--- config.mk ---
export PLATFORM = sky130hd
export DESIGN_NAME = alarm_bank_reg
export DESIGN_NICKNAME = d
export VERILOG_FILES = /design/src/rtl/alarm_bank_reg.sv
export SDC_FILE = /design/constraint.sdc
export NUM_CORES = 1
export LEC_CHECK = 0
export CAP_MARGIN = 20
export CORE_MARGIN = 2
export CORE_UTILIZATION = 65
export CTS_BUF_LIST = sky130_fd_sc_hd__clkbuf_8
export DETAILED_ROUTE_END_ITERATION = 12
export DONT_BUFFER_PORTS = 1
export PLACE_DENSITY = 0.82
export SYNTH_ARGS = -nofsm -noshare
export SYNTH_HDL_FRONTEND = slang
export SYNTH_SLANG_ARGS = --single-unit
--- constraint.sdc ---
create_clock -name clock -period 3.65 [get_ports clock]
set_input_delay 0.5475 -clock clock [delete_from_list [all_inputs] [get_ports clock]]
set_output_delay 0.5475 -clock clock [all_outputs]
set_load 0.01 [all_outputs]
--- src/rtl/alarm_bank_reg.sv ---
// rtl/alarm_bank_reg.sv - multi-slot BCD alarm register with per-minute match and latched hit
// Optional snooze support is built only when ALARM_SNOOZE_EN is defined.
module alarm_bank_reg #(
  parameter int NUM_ALARMS = 4,
  parameter int SLOT_W     = 2,
  parameter int SNOOZE_MIN = 5
) (
  input  logic                  clock,
  input  logic                  reset,
  input  logic [3:0]            new_alarm_ms_hr,
  input  logic [3:0]            new_alarm_ls_hr,
  input  logic [3:0]            new_alarm_ms_min,
  input  logic [3:0]            new_alarm_ls_min,
  input  logic                  load_new_alarm,
  input  logic [SLOT_W-1:0]     load_slot,
  input  logic                  clear_alarm,
  input  logic [SLOT_W-1:0]     rd_slot,
  input  logic [3:0]            current_time_ms_hr,
  input  logic [3:0]            current_time_ls_hr,
  input  logic [3:0]            current_time_ms_min,
  input  logic [3:0]            current_time_ls_min,
  input  logic                  minute_tick,
  input  logic                  stop_alarm,
  input  logic                  snooze,
  output logic [3:0]            alarm_time_ms_hr,
  output logic [3:0]            alarm_time_ls_hr,
  output logic [3:0]            alarm_time_ms_min,
  output logic [3:0]            alarm_time_ls_min,
  output logic [NUM_ALARMS-1:0] alarm_en_vec,
  output logic                  load_err,
  output logic                  alarm_hit,
  output logic [SLOT_W-1:0]     alarm_src
);

  logic [15:0]           r_digits [NUM_ALARMS];
  logic [NUM_ALARMS-1:0] r_en;
  logic [15:0]           r_rd;
  logic                  r_load_err;
  logic                  r_hit;
  logic [SLOT_W-1:0]     r_src;

  logic [15:0]           w_new;
  logic [15:0]           w_cur;
  logic                  w_valid;
  logic                  w_slot_ok;
  logic                  w_rd_ok;
  logic                  w_err;
  logic                  w_any;
  logic [SLOT_W-1:0]     w_first;
  logic [15:0]           w_eff [NUM_ALARMS];

  assign w_new = {new_alarm_ms_hr, new_alarm_ls_hr, new_alarm_ms_min, new_alarm_ls_min};
  assign w_cur = {current_time_ms_hr, current_time_ls_hr, current_time_ms_min, current_time_ls_min};

  assign w_valid = (new_alarm_ms_hr <= 4'd2) && (new_alarm_ms_min <= 4'd5) &&
                   (new_alarm_ls_min <= 4'd9) &&
                   ((new_alarm_ms_hr == 4'd2) ? (new_alarm_ls_hr <= 4'd3) : (new_alarm_ls_hr <= 4'd9));

  assign w_slot_ok = int'(load_slot) < NUM_ALARMS;
  assign w_rd_ok   = int'(rd_slot) < NUM_ALARMS;
  // Clear beats load, so an invalid time paired with a clear is not an error.
  assign w_err = (load_new_alarm || clear_alarm) &&
                 (!w_slot_ok || (load_new_alarm && !clear_alarm && !w_valid));

`ifdef ALARM_SNOOZE_EN
  typedef enum logic {ARMED, SNOOZED} slot_state_t;

  slot_state_t r_state     [NUM_ALARMS];
  slot_state_t w_state_nxt [NUM_ALARMS];
  logic [15:0] r_target    [NUM_ALARMS];
  logic [15:0] w_snz_time;

  function automatic logic [15:0] add_minutes(input logic [15:0] t);
    int m;
    int h;
    m = int'(t[7:4]) * 10 + int'(t[3:0]) + SNOOZE_MIN;
    h = int'(t[15:12]) * 10 + int'(t[11:8]);
    if (m >= 60) begin
      m = m - 60;
      h = h + 1;
    end
    if (h >= 24) h = h - 24;
    return {4'(h / 10), 4'(h % 10), 4'(m / 10), 4'(m % 10)};
  endfunction

  assign w_snz_time = add_minutes(w_cur);

  always_comb begin
    w_state_nxt = r_state;
    if (stop_alarm) w_state_nxt[r_src] = ARMED;
    else if (snooze && r_hit) w_state_nxt[r_src] = SNOOZED;
    if (w_slot_ok && (clear_alarm || (load_new_alarm && w_valid))) w_state_nxt[load_slot] = ARMED;
  end

  always_ff @(posedge clock or posedge reset) begin
    if (reset) begin
      for (int i = 0; i < NUM_ALARMS; i++) begin
        r_state[i]  <= ARMED;
        r_target[i] <= '0;
      end
    end else begin
      r_state <= w_state_nxt;
      if (snooze && r_hit && !stop_alarm) r_target[r_src] <= w_snz_time;
    end
  end

  always_comb begin
    for (int i = 0; i < NUM_ALARMS; i++)
      w_eff[i] = (r_state[i] == SNOOZED) ? r_target[i] : r_digits[i];
  end
`else
  always_comb begin
    for (int i = 0; i < NUM_ALARMS; i++) w_eff[i] = r_digits[i];
  end
`endif

  // Descending scan leaves the lowest matching index in w_first.
  always_comb begin
    w_any   = 1'b0;
    w_first = '0;
    for (int i = NUM_ALARMS - 1; i >= 0; i--) begin
      if (r_en[i] && (w_eff[i] == w_cur)) begin
        w_any   = 1'b1;
        w_first = SLOT_W'(i);
      end
    end
  end

  always_ff @(posedge clock or posedge reset) begin
    if (reset) begin
      for (int i = 0; i < NUM_ALARMS; i++) r_digits[i] <= '0;
      r_en       <= '0;
      r_rd       <= '0;
      r_load_err <= 1'b0;
      r_hit      <= 1'b0;
      r_src      <= '0;
    end else begin
      r_load_err <= w_err;
      if (w_slot_ok && clear_alarm) begin
        r_en[load_slot] <= 1'b0;
      end else if (w_slot_ok && load_new_alarm && w_valid) begin
        r_digits[load_slot] <= w_new;
        r_en[load_slot]     <= 1'b1;
      end
      r_rd <= w_rd_ok ? r_digits[rd_slot] : 16'h0000;
      if (stop_alarm) begin
        r_hit <= 1'b0;
`ifdef ALARM_SNOOZE_EN
      end else if (snooze && r_hit) begin
        r_hit <= 1'b0;
`endif
      end else if (!r_hit && minute_tick && w_any) begin
        r_hit <= 1'b1;
        r_src <= w_first;
      end
    end
  end

  assign {alarm_time_ms_hr, alarm_time_ls_hr, alarm_time_ms_min, alarm_time_ls_min} = r_rd;
  assign alarm_en_vec = r_en;
  assign load_err     = r_load_err;
  assign alarm_hit    = r_hit;
  assign alarm_src    = r_src;

endmodule

# Word level (Yosys, flattened, before mapping)
# Cells that the tools add are included.
[totals]
out_inout_bits = 24
inputBits = 43
regBits = 88
[classes]
muxes = 21
n_lt_le_gt_ge = 10
n_reduce_logical = 23
eq_ne = 5
bitwise = 7
[op_table]
columns = ["op", "count"]
rows = [
  ["bitwise mux 64 bit", 1],
  ["equality test 16 bit", 4],
  ["two-way mux 16 bit", 3],
  ["binary-select mux 16 bit (select 2 bit)", 1],
  ["demux 16 bit (select 2 bit)", 1],
  ["logical AND 1 bit", 15],
  ["<= comparator 4 x 2 -> 1 bit (second input constant)", 2],
  ["<= comparator 4 bit (second input constant)", 2],
  ["two-way mux 1 bit", 8],
  ["two-way mux 2 bit", 4],
  ["two-way mux 4 bit", 2],
  [">= comparator 3 bit (second input constant)", 2],
  ["inverter 2 -> 3 bit", 2],
  ["bitwise AND 4 bit", 1],
  ["equality test 4 x 2 -> 1 bit (second input constant)", 1],
  ["<= comparator 4 x 3 -> 1 bit (second input constant)", 1],
  ["inverter 4 bit", 1],
  ["OR 4 bit", 1],
  ["AND reduction 2 bit", 2],
  ["nonzero test 2 bit", 2],
  ["zero test 1 bit", 3],
  ["< comparator 2 x 3 -> 1 bit (second input constant)", 1],
  ["< comparator 3 x 1 -> 1 bit (second input constant)", 1],
  ["demux 1 bit (select 2 bit)", 1],
  ["other kinds (3)", 4],
]

# Depth between registers and ports, before layout
[logic_depth]
word_depth = 9
depth_mapped = 7
ltp_nobuf = 6

# Worst setup path after synthesis
# No wires, ideal clock.
[synth_timing]
path_kind = "input -> register"
from = "in new_alarm_ms_min[2]"
to = "reg r_digits[16] (netlist name)"
n_path_buf = 1
stages = 6
arrival_ps = 2136
path_slack_ps = 1389
required_time_ps = 3525
cell_sequence = "a2111oi_0 > and3_2 > nand3b_4 > nor3b_4 > buf_6 > mux2_2"
[synth_via]
elab_chain_len = 6
[synth_rtl]
columns = ["element", "line", "text"]
rows = [
  ["start: declaration", "12", "input logic [3:0] new_alarm_ms_min,"],
  ["<= comparator 4 x 3 -> 1 bit", "55", "assign w_valid = (new_alarm_ms_hr <= 4'd2) && (new_alarm_ms_min <= 4'd5) &&"],
  ["logical AND 1 bit (2 in a row)", "55", ""],
  ["logical AND 1 bit", "56", "(new_alarm_ls_min <= 4'd9) &&"],
  ["logical AND 1 bit", "141", "end else if (w_slot_ok && load_new_alarm && w_valid) begin"],
  ["AND reduction 2 bit (no line)", "--", ""],
  ["end signal: indexed assignment", "142", "r_digits[load_slot] <= w_new;"],
  ["end: declaration", "35", "logic [15:0] r_digits [NUM_ALARMS];"],
]
# No other way between the ends.
# A chain may end at the register's enable or synchronous reset.

# Worst setup path after layout
[layout_timing]
from = "in new_alarm_ls_hr[3]"
to = "reg r_digits[45] (netlist name)"
[layout_via]
elab_chain_len = 5
[layout_rtl]
columns = ["element", "line", "text"]
rows = [
  ["start: declaration", "11", "input logic [3:0] new_alarm_ls_hr,"],
  ["<= comparator 4 bit or <= comparator 4 x 2 -> 1 bit (tied branches)", "57", "((new_alarm_ms_hr == 4'd2) ? (new_alarm_ls_hr <= 4'd3) : (new_alarm_ls_hr <= 4'd9));"],
  ["two-way mux 1 bit (*)", "57", ""],
  ["logical AND 1 bit (*)", "56", ""],
  ["logical AND 1 bit (*)", "141", ""],
  ["AND reduction 2 bit (no line) (*)", "--", ""],
]
# Every way passes the cells marked *; elsewhere a longest branch is shown, timed or not.

==> metrics.txt <==
status=completed; Netlist Area Pre-Place=4490 µm²; number of global-route vias before repair=2939; DRC=0; FMAX=420 MHz; vias post-DR=2789; Synth Instances=348; minimum clock period=2.38 ns; area of placed instances=4540 µm²; Max Cap Viol=0; dpl hpwl=7820 µm; Finish-stage setup viols=0; Switching Share=24.1%; CP required=3.90 ns; post-synth top area share=49.0%; RSZ-0062 raised after global routing=false; Synth area leaders=dfrtp_1 49%, mux2_2 13%, xnor2_1 8.2%; Comb power frac=8.9%; PD cells=413 nW/µm²; syn_nets=391; # nets final=388; clk_skew=0.00965 ns; vias per cell=6.49; first-pass GRT wire length=16400 µm; Final ANT Viol Nets=0; clock slew at reported path FFs=0.08 ns; Clk pwr share=38.2%; CP max FO=9; final hold viol count=0; yosys warns=0; GRT Total Usage=30.0%; Slew @ Worst Pin=0.766 ns; final instance area=4760 µm²; initial antenna violation count=0; RePlAce Congestion=0.992; n_diodes=0; sequential-to-total area share from yosys stat=49.0%; CP max stage cell=nor3b_4; sequential power share=52.9%; Port Buffer Count=0; Int Pwr=1.49 mW; Die Y=87.2 µm; Post-synth EDFFs=0; Main synth FF type=dfrtp_1; starting density of the core=66.5%; Place WS=0.907 ns; Worst R2R Path Depth=6; Hold Crit Class=input pin to asynchronous set/reset pin; leakage power=2.19 nW; CP Cell Sequence=o22a_1, o22ai_1, and3_2, nand3b_4, nor3b_4, buf_4, mux2_2; drt total wl=10400 µm; layout cells sized above 1=28.3%; Pins Over Slew Limit=0; synthesized area per cell=12.9 µm²; slowest stage delay, CP=0.55 ns; drt first pass iters=4; Clock Tree Buf Depth=2; WL per Instance=24.3 µm; clk_lat worst skew=0.37 ns; CTS tree=done; cts hold-fix bufs=0; FP Rows=30; H-tree depth=3; CP Capture Type=flip-flop; total gr overflow=0; #FFs+latches synth=88; clock sink count=88; Final Util=70.5%; synth unique cells=41; core box area=6760 µm²; CP Data Arrival Time=2.63 ns; post_cts resized=0; switching component of the power=473 µW; Post-CTS Setup Repair Bufs=0; Die X=87.2 µm; DR iter-0 viols=170; num ports=67; post-route setup TNS=0 ns; Post-synth ARST share=100%; Yosys top cell by area=dfrtp_1; total die area=7600 µm²; Root Buffer=clkbuf_8; # fillers=475; Worst Setup Start Kind=input pin; Setup Crit Path Kind=input pin to flip-flop; Peak VDD IR=0.000290 V; worst rel slew slack=48.9%; Tcrit/Tclk final=65.3%; synth-to-layout area growth=5.99%; smallest setup slack after layout=1.27 ns; CTS Buf Count=9; largest net degree at the start of global routing=45
kinds of logic (layout without fill, tap and decap cells):
logic type                count (synthesis)  in the layout  synth area share, %
and+or+nand+nor                          96             96                 13.6
DFF                                      88             88                 49.0
muxes                                    68             68                 21.0
xor gates and xnor gates                 64             64                 12.5
AOI/OAI and AO/OA                        10             10                 1.53
buffers and inverters                    22             24                 2.37
critical path, delay by kind of cell:
kind,cells,cell delay (ns)
muxes,1,0.36
buffers and inverters,1,0.31
AOI/OAI and AO/OA,2,0.45
and+or+nand+nor,3,0.96
power groups by stage:
| stage | clock (mW) | sequential (mW) | combinational [mW] |
|---|---|---|---|
| finish | 0.751 | 1.04 | 0.176 |
| global route | 0.801 | 1.04 | 0.190 |
| CTS | 0.757 | 1.04 | 0.176 |
| detailed placement | 0 | 1.06 | 0.175 |
| global placement | 0 | 1.06 | 0.171 |
| floorplan | 0 | 1.05 | 0.152 |
layout make-up:
| cell class | instances | area, µm² | share of cell area (%) |
|---|---|---|---|
| flip-flops and latches | 88 | 2200 | 46.2 |
| multi-input cells | 238 | 2190 | 45.9 |
| clock buffers | 10 | 138 | 2.89 |
| well taps | 80 | 100 | 2.10 |
| clock inverters | 6 | 83.8 | 1.76 |
| repair buffers | 6 | 45.0 | 0.946 |
| inverters | 2 | 8.76 | 0.184 |
registers in the layout, summed over array words and instances, names as in the netlist, named ones only:
name and cells:
r_digits 64, load_err 1, alarm_hit 1, alarm_src 2
r_rd 16
synthesized netlist by cell type (2+ instances only):
cell	count
a21o_1	4
a21oi_1	2
buf_4	2
buf_6	2
clkbuf_1	14
dfrtp_1	88
inv_1	2
mux2_2	52
mux4_2	16
nand2_1	11
nand2b_1	4
nand3_1	7
nand3b_1	2
nand4_1	17
nand4b_1	2
nor2_1	9
nor2b_1	13
nor3_1	6
nor3b_4	2
nor4_1	8
or3_1	2
or4_1	2
xnor2_1	42
xor2_1	22
layout by cell type, fill, tap and decap left out, drive strengths merged, types with 3 or more instances in the layout:
cell	instances
nor2	10
clkbuf	10
nand3	7
mux4	16
xnor2	42
nand4	17
nand3b	3
nor3b	3
nor4	8
nand2	11
nand2b	4
nor3	7
mux2	52
nor2b	13
buf	6
dfrtp	88
a21o	4
xor2	22
metrics by stage:
stage | std cells | power, mW | hold WS [ns]
finish | 430 | 1.97 | 0.172
floorplan | 348 | 1.20 | 0.500
global placement | 414 | 1.23 | 0.519
global route | 430 | 2.04 | 0.225
CTS | 430 | 1.97 | 0.193
detailed placement | 414 | 1.23 | 0.535
layer usage:
layer | up-vias | share of wire (%) | GRT usage, %
li1 | 1234 | - | -
met1 | 1439 | 42 | 41.9
met2 | 95 | 48 | 45.3
met3 | 21 | 7.4 | 7.87
met4 | 0 | 2.5 | 11.9
met5 | - | 0 | 0
final timing paths:
check	startpoint	to	slack, ns
worst max-delay path	new_alarm_ls_hr[3]	r_digits[45]	1.27
worst min-delay path	reset	r_rd[12]	0.17
worst max register to register	r_digits[9]	alarm_src[0]	1.53
worst min register to register	r_digits[46]	r_digits[46]	0.55
max in group asynchronous	reset	r_digits[33]	2.67
min in group clock	clear_alarm	load_err	0.24
Note: power is estimated with default switching activity, not from simulation.
==> RTL change 1, RTL diff (config.mk and constraints unchanged) <==
Register the input `current_time_ls_min` before use, cleared by the reset. The logic sees it one clock later. The other inputs are not delayed to match.
--- a/src/rtl/alarm_bank_reg.sv
+++ b/src/rtl/alarm_bank_reg.sv
@@ -32,6 +32,16 @@
   output logic [SLOT_W-1:0]     alarm_src
 );
 
+  logic [3:0] current_time_ls_min_q;
+
+  always_ff @(posedge clock or posedge reset) begin
+    if (reset) begin
+      current_time_ls_min_q <= '0;
+    end else begin
+      current_time_ls_min_q <= current_time_ls_min;
+    end
+  end
+
   logic [15:0]           r_digits [NUM_ALARMS];
   logic [NUM_ALARMS-1:0] r_en;
   logic [15:0]           r_rd;
@@ -50,7 +60,7 @@
   logic [15:0]           w_eff [NUM_ALARMS];
 
   assign w_new = {new_alarm_ms_hr, new_alarm_ls_hr, new_alarm_ms_min, new_alarm_ls_min};
-  assign w_cur = {current_time_ms_hr, current_time_ls_hr, current_time_ms_min, current_time_ls_min};
+  assign w_cur = {current_time_ms_hr, current_time_ls_hr, current_time_ms_min, current_time_ls_min_q};
 
   assign w_valid = (new_alarm_ms_hr <= 4'd2) && (new_alarm_ms_min <= 4'd5) &&
                    (new_alarm_ls_min <= 4'd9) &&
Behaviour: not the same (Yosys sat finds a counterexample within 4 cycles, from zero or initial values and one cycle with reset high).
==> RTL change 1 against the unedited design <==
Via count grew 1.5%. Sequential cell count grew 4. Fmax shrank 0.95%. Count of clock-buffer cells in the layout shrank 1. Design area grew 2.2%. Wire length shrank 0.43%. Worst setup slack lost 0.023 ns. Clock power grew 0.5%. Sequential share of layout area grew 1.1 points. Power grew 2.8%. Synthesized area grew 1.8%.
==> RTL change 1: results (changes against the unedited design) <==
outcome:
  outcome: "finished clean"
logic_synthesis:
  synth_top_area_share: 0.503  # +0.0132
  synthMuxAreaShare: 0.207  # -0.00374
  synth_fa_ha_area_frac: 0  # unchanged
  synth-xor-area-share: 0.123  # -0.00222
  synth_area_leaders: "dfrtp_1 50%, mux2_2 13%, xnor2_1 8.6%"
  seq_area_frac_synth: 0.503  # +0.0132
  synthTopCellsByCount: "92 x dfrtp_1, 52 x mux2_2, 45 x xnor2_1"
  synth_cells: 349  # +0.29%
  synth_cell_types: 40  # -2.4%
  synth_compound_area_frac: 0.0150  # -0.000272
critical_path:
  worstSetupEndpoint: "r_digits[28]"
  r2r_slack_ns: 1.69  # +0.16 ns
  arrival_ns: 2.65  # +0.02 ns
  worstSetupStartpoint: "new_alarm_ms_min[2]"
  rr_endpoint: "alarm_src[0]"
  r2r-start: "r_digits[7]"
global_route:
  grt_util_met2: 0.479  # +0.0262
  grt_pass1_wl_mm: 16.3  # -0.51%
  met1_usage: 0.405  # -0.0144
  grt_pass1_vias: 2922  # -0.58%
  use_met3: 0.0688  # -0.00987
  grt_usage: 0.294  # -0.00560
  grt_max_degree: 93  # +110%
timing:
  setup_slack_ns: 1.24  # -0.0228 ns
  finClkSkew_ns: 0.0129  # +0.00325 ns
  worstMarginPinSlew_ns: 0.586  # -0.180 ns
  holdWs_ns: 0.173  # +0.00105 ns
clock_network:
  ctsHtreeMaxLevel: 3  # unchanged
  cts_buffer_depth: 2  # unchanged
layout:
  post_layout_nonfiller_instances: 446  # +3.7%
  fin_nets: 388  # unchanged
  fillers: 455  # -4.2%
  top_regs: "r_digits (64), r_rd (16), current_time_ls_min_q (4)"
  drive_gt1_frac: 0.280  # -0.00286
power:
  clock_power_uw: 755  # +0.5%
  p_leak_nw: 2.21  # +1.2%
  clkPwrFrac: 0.374  # -0.008
  vdd_ir_drop_max_v: 0.000316  # +9.1%
  switching_share: 0.243  # +0.00249
  seq_power_share: 0.540  # +0.011
placement:
  dp_cells: 430  # +3.9%
  place.gp.congestion: 0.953  # -4.0%
  dp_hpwl_mm: 7.84  # +0.15%
  placed_cell_area_um2: 4650  # +2.3%
  pre_cts_ws_ns: 0.834  # -0.0737 ns
drt:
  via_per_inst: 6.35  # -2.2%
  drt_iter0_markers: 182  # +7.1%
  dr.pass1.iters: 5  # +1
  wire_per_inst_um: 23.3  # -4.0%
-- RTL change 1: changes by cell type after synthesis, moves of 2 or more --
cell / unedited run / this run
dfrtp_1: 88 / 92
nand2b_1: 4 / 2
nand4_1: 17 / 20
xnor2_1: 42 / 45
xor2_1: 22 / 19
-- RTL change 1: critical path, stage by stage --
cell and delay, ns:
a2111oi_0 0.44, and3_2 0.31, nand3b_4 0.14, nor3b_4 0.55, buf_4 0.30, mux2_2 0.36
-- RTL change 1: layout make-up --
class,count,area [um2],share of cell area
multi-input combinational,235,2170,0.445
timing repair buffer,5,50.0,0.0103
inverter,2,8.76,0.00180
tap,96,120,0.0247
sequential,92,2300,0.473
clock inverter,7,96.3,0.0198
clock buffer,9,124,0.0254
-- RTL change 1: metal layers --
metal	wire [um]	vias to the layer above	share of wire
met5	0	-	0
met4	155	0	0.015
met3	772	16	0.074
met2	5110	129	0.49
met1	4370	1432	0.42
li1	-	1253	-
==> RTL change 2, RTL diff (same settings) <==
Made on the original files. `NUM_ALARMS`: 4 -> 8.
--- a/src/rtl/alarm_bank_reg.sv
+++ b/src/rtl/alarm_bank_reg.sv
@@ -1,7 +1,7 @@
 // rtl/alarm_bank_reg.sv - multi-slot BCD alarm register with per-minute match and latched hit
 // Optional snooze support is built only when ALARM_SNOOZE_EN is defined.
 module alarm_bank_reg #(
-  parameter int NUM_ALARMS = 4,
+  parameter int NUM_ALARMS = 8,
   parameter int SLOT_W     = 2,
   parameter int SNOOZE_MIN = 5
 ) (
Interface: changed (resized alarm_en_vec); port bits go from 67 to 71. The function was not compared with the original's and may differ.
==> RTL change 2 against the unedited design <==
Global-route usage down 2.0 points. Synthesized area is 2.3% lower. Design area fell by 3.4%. Largest power group unchanged. Sequential cell count unchanged. Wire length is 8.0% lower. Clock skew down 0.0011 ns. Critical endpoint is now alarm_src[0]. Power fell by 7.5%. Sequential share of layout area increased by 1.6 points. Sequential power hardly changed. Worst setup slack improved by 0.29 ns.
==> RTL change 2: results (changes against the unedited design) <==
clock_network:
  post_cts_buffers: 0  # unchanged
  clock_latency_ns: 0.36
  cts_resized: 0  # unchanged
  numCtsBuffers: 9  # unchanged
  root_buffer: "clkbuf_8"
global_route:
  grt_pass1_wl_mm: 15.2  # -7.4%
  grt_usage: 0.280  # -0.0203
  grt_max_degree: 54  # +20%
  grt_pass1_vias: 2784  # -5.3%
  antenna_found_initial: 0  # unchanged
power:
  vdd_ir_drop_max_v: 0.000232  # -20%
  p_leak_nw: 2.09  # -4.2%
logic_synthesis:
  synth_cell_types: 40  # -2.4%
  ys.warnings.count: 0  # unchanged
  synth_area_leaders: "dfrtp_1 50%, mux2_2 12%, xnor2_1 11%"
  synth-xor-area-share: 0.128  # +0.00299
  seq_area_frac_synth: 0.502  # +0.0117
  synthMuxAreaShare: 0.221  # +0.0102
  synth_cells: 323  # -7.2%
  synthTopCellsByCount: "88 x dfrtp_1, 54 x xnor2_1, 46 x mux2_2"
  synth_compound_area_frac: 0.0191  # +0.00379
  synthArstFlopShare: 1.00  # unchanged
  synth_fa_ha_area_frac: 0  # unchanged
drt:
  wirelength_mm: 9.61  # -8.0%
  ant_nets: 0  # unchanged
  via_per_inst: 6.59  # +1.6%
  drt_iter0_markers: 157  # -7.6%
  vias: 2648  # -5.1%
  dr.pass1.iters: 4  # unchanged
critical_path:
  cp_slowest_cell: "or3b_2"
  worstPathMaxFanout: 5  # -4
  r2r-start: "alarm_hit"
  arrival_ns: 2.35  # -0.28 ns
  slowest_delay_ns: 0.53  # -0.02 ns
  r2r_cells: 6  # unchanged
  r2r_slack_ns: 1.56  # +0.03 ns
  rr_endpoint: "alarm_src[0]"
layout:
  fillers: 438  # -7.8%
  drive_gt1_frac: 0.302  # +0.0187
  diodes: 0  # unchanged
  fin_nets: 363  # -6.4%
timing:
  holdWs_ns: 0.213  # +0.0405 ns
  finClkSkew_ns: 0.00859  # -0.00106 ns
  slew_headroom: 0.413  # -0.0753
placement:
  dp_cells: 386  # -6.8%
  dp_hpwl_mm: 6.84  # -13%
  place.gp.congestion: 0.950  # -4.3%
  pre_cts_ws_ns: 1.20  # +0.293 ns
outcome:
  outcome: "finished clean"
worst_hold_path:
  min-delay-path-class: "primary input to asynchronous set/reset pin"
-- RTL change 2: worst max-delay path by stage --
stage	start	to	slack, ns	depth (start not counted)
after floorplan	reset	asynchronous set/reset pin	0.82	1
after global placement	new_alarm_ms_min[2]	r_digits[86]	1.31	6
after detailed placement	new_alarm_ms_min[2]	r_digits[86]	1.20	6
after CTS	new_alarm_ms_min[2]	r_digits[91]	1.58	6
after global routing	alarm_hit	alarm_src[1]	1.42	6
final	alarm_hit	alarm_src[0]	1.56	6
-- RTL change 2: per-layer routing --
layer	vias to the layer above	global-route usage	wire (um)	share of wire
met5	-	0	0	0
met4	0	0.0994	197	0.021
met3	20	0.0705	923	0.096
met2	135	0.436	4630	0.48
met1	1368	0.389	3860	0.40
li1	1125	-	-	-
-- RTL change 2: final cells by class --
type	instances	area, um2	area share
sequential	88	2200	0.479
multi-input combinational	213	2070	0.449
clock buffer	11	151	0.0329
tap	77	96.3	0.0209
timing repair buffer	6	45.0	0.00979
clock inverter	5	31.3	0.00680
inverter	2	8.76	0.00190
-- RTL change 2: through the flow --
step,power (mW),util,area [um2]
global placement,1.21,0.688,4420
detailed placement,1.21,0.688,4420
finish,1.82,0.716,4600
global route,1.88,0.716,4600
CTS,1.82,0.716,4600
floorplan,1.19,-,4400
-- RTL change 2: critical path: cells and delay by family (launching register included) --
kind	cells	cell delay [ns]
flip-flops	1	0.43
AND/OR/NAND/NOR	5	1.43
AO/OA/AOI/OAI	1	0.14
-- RTL change 2: power by group --
part           switching [mW]  internal, mW  leakage [nW]
registers              0.0313          1.01          1.21
clock network           0.345         0.282        0.0951
logic                  0.0699        0.0836         0.784
total                   0.446          1.37          2.09
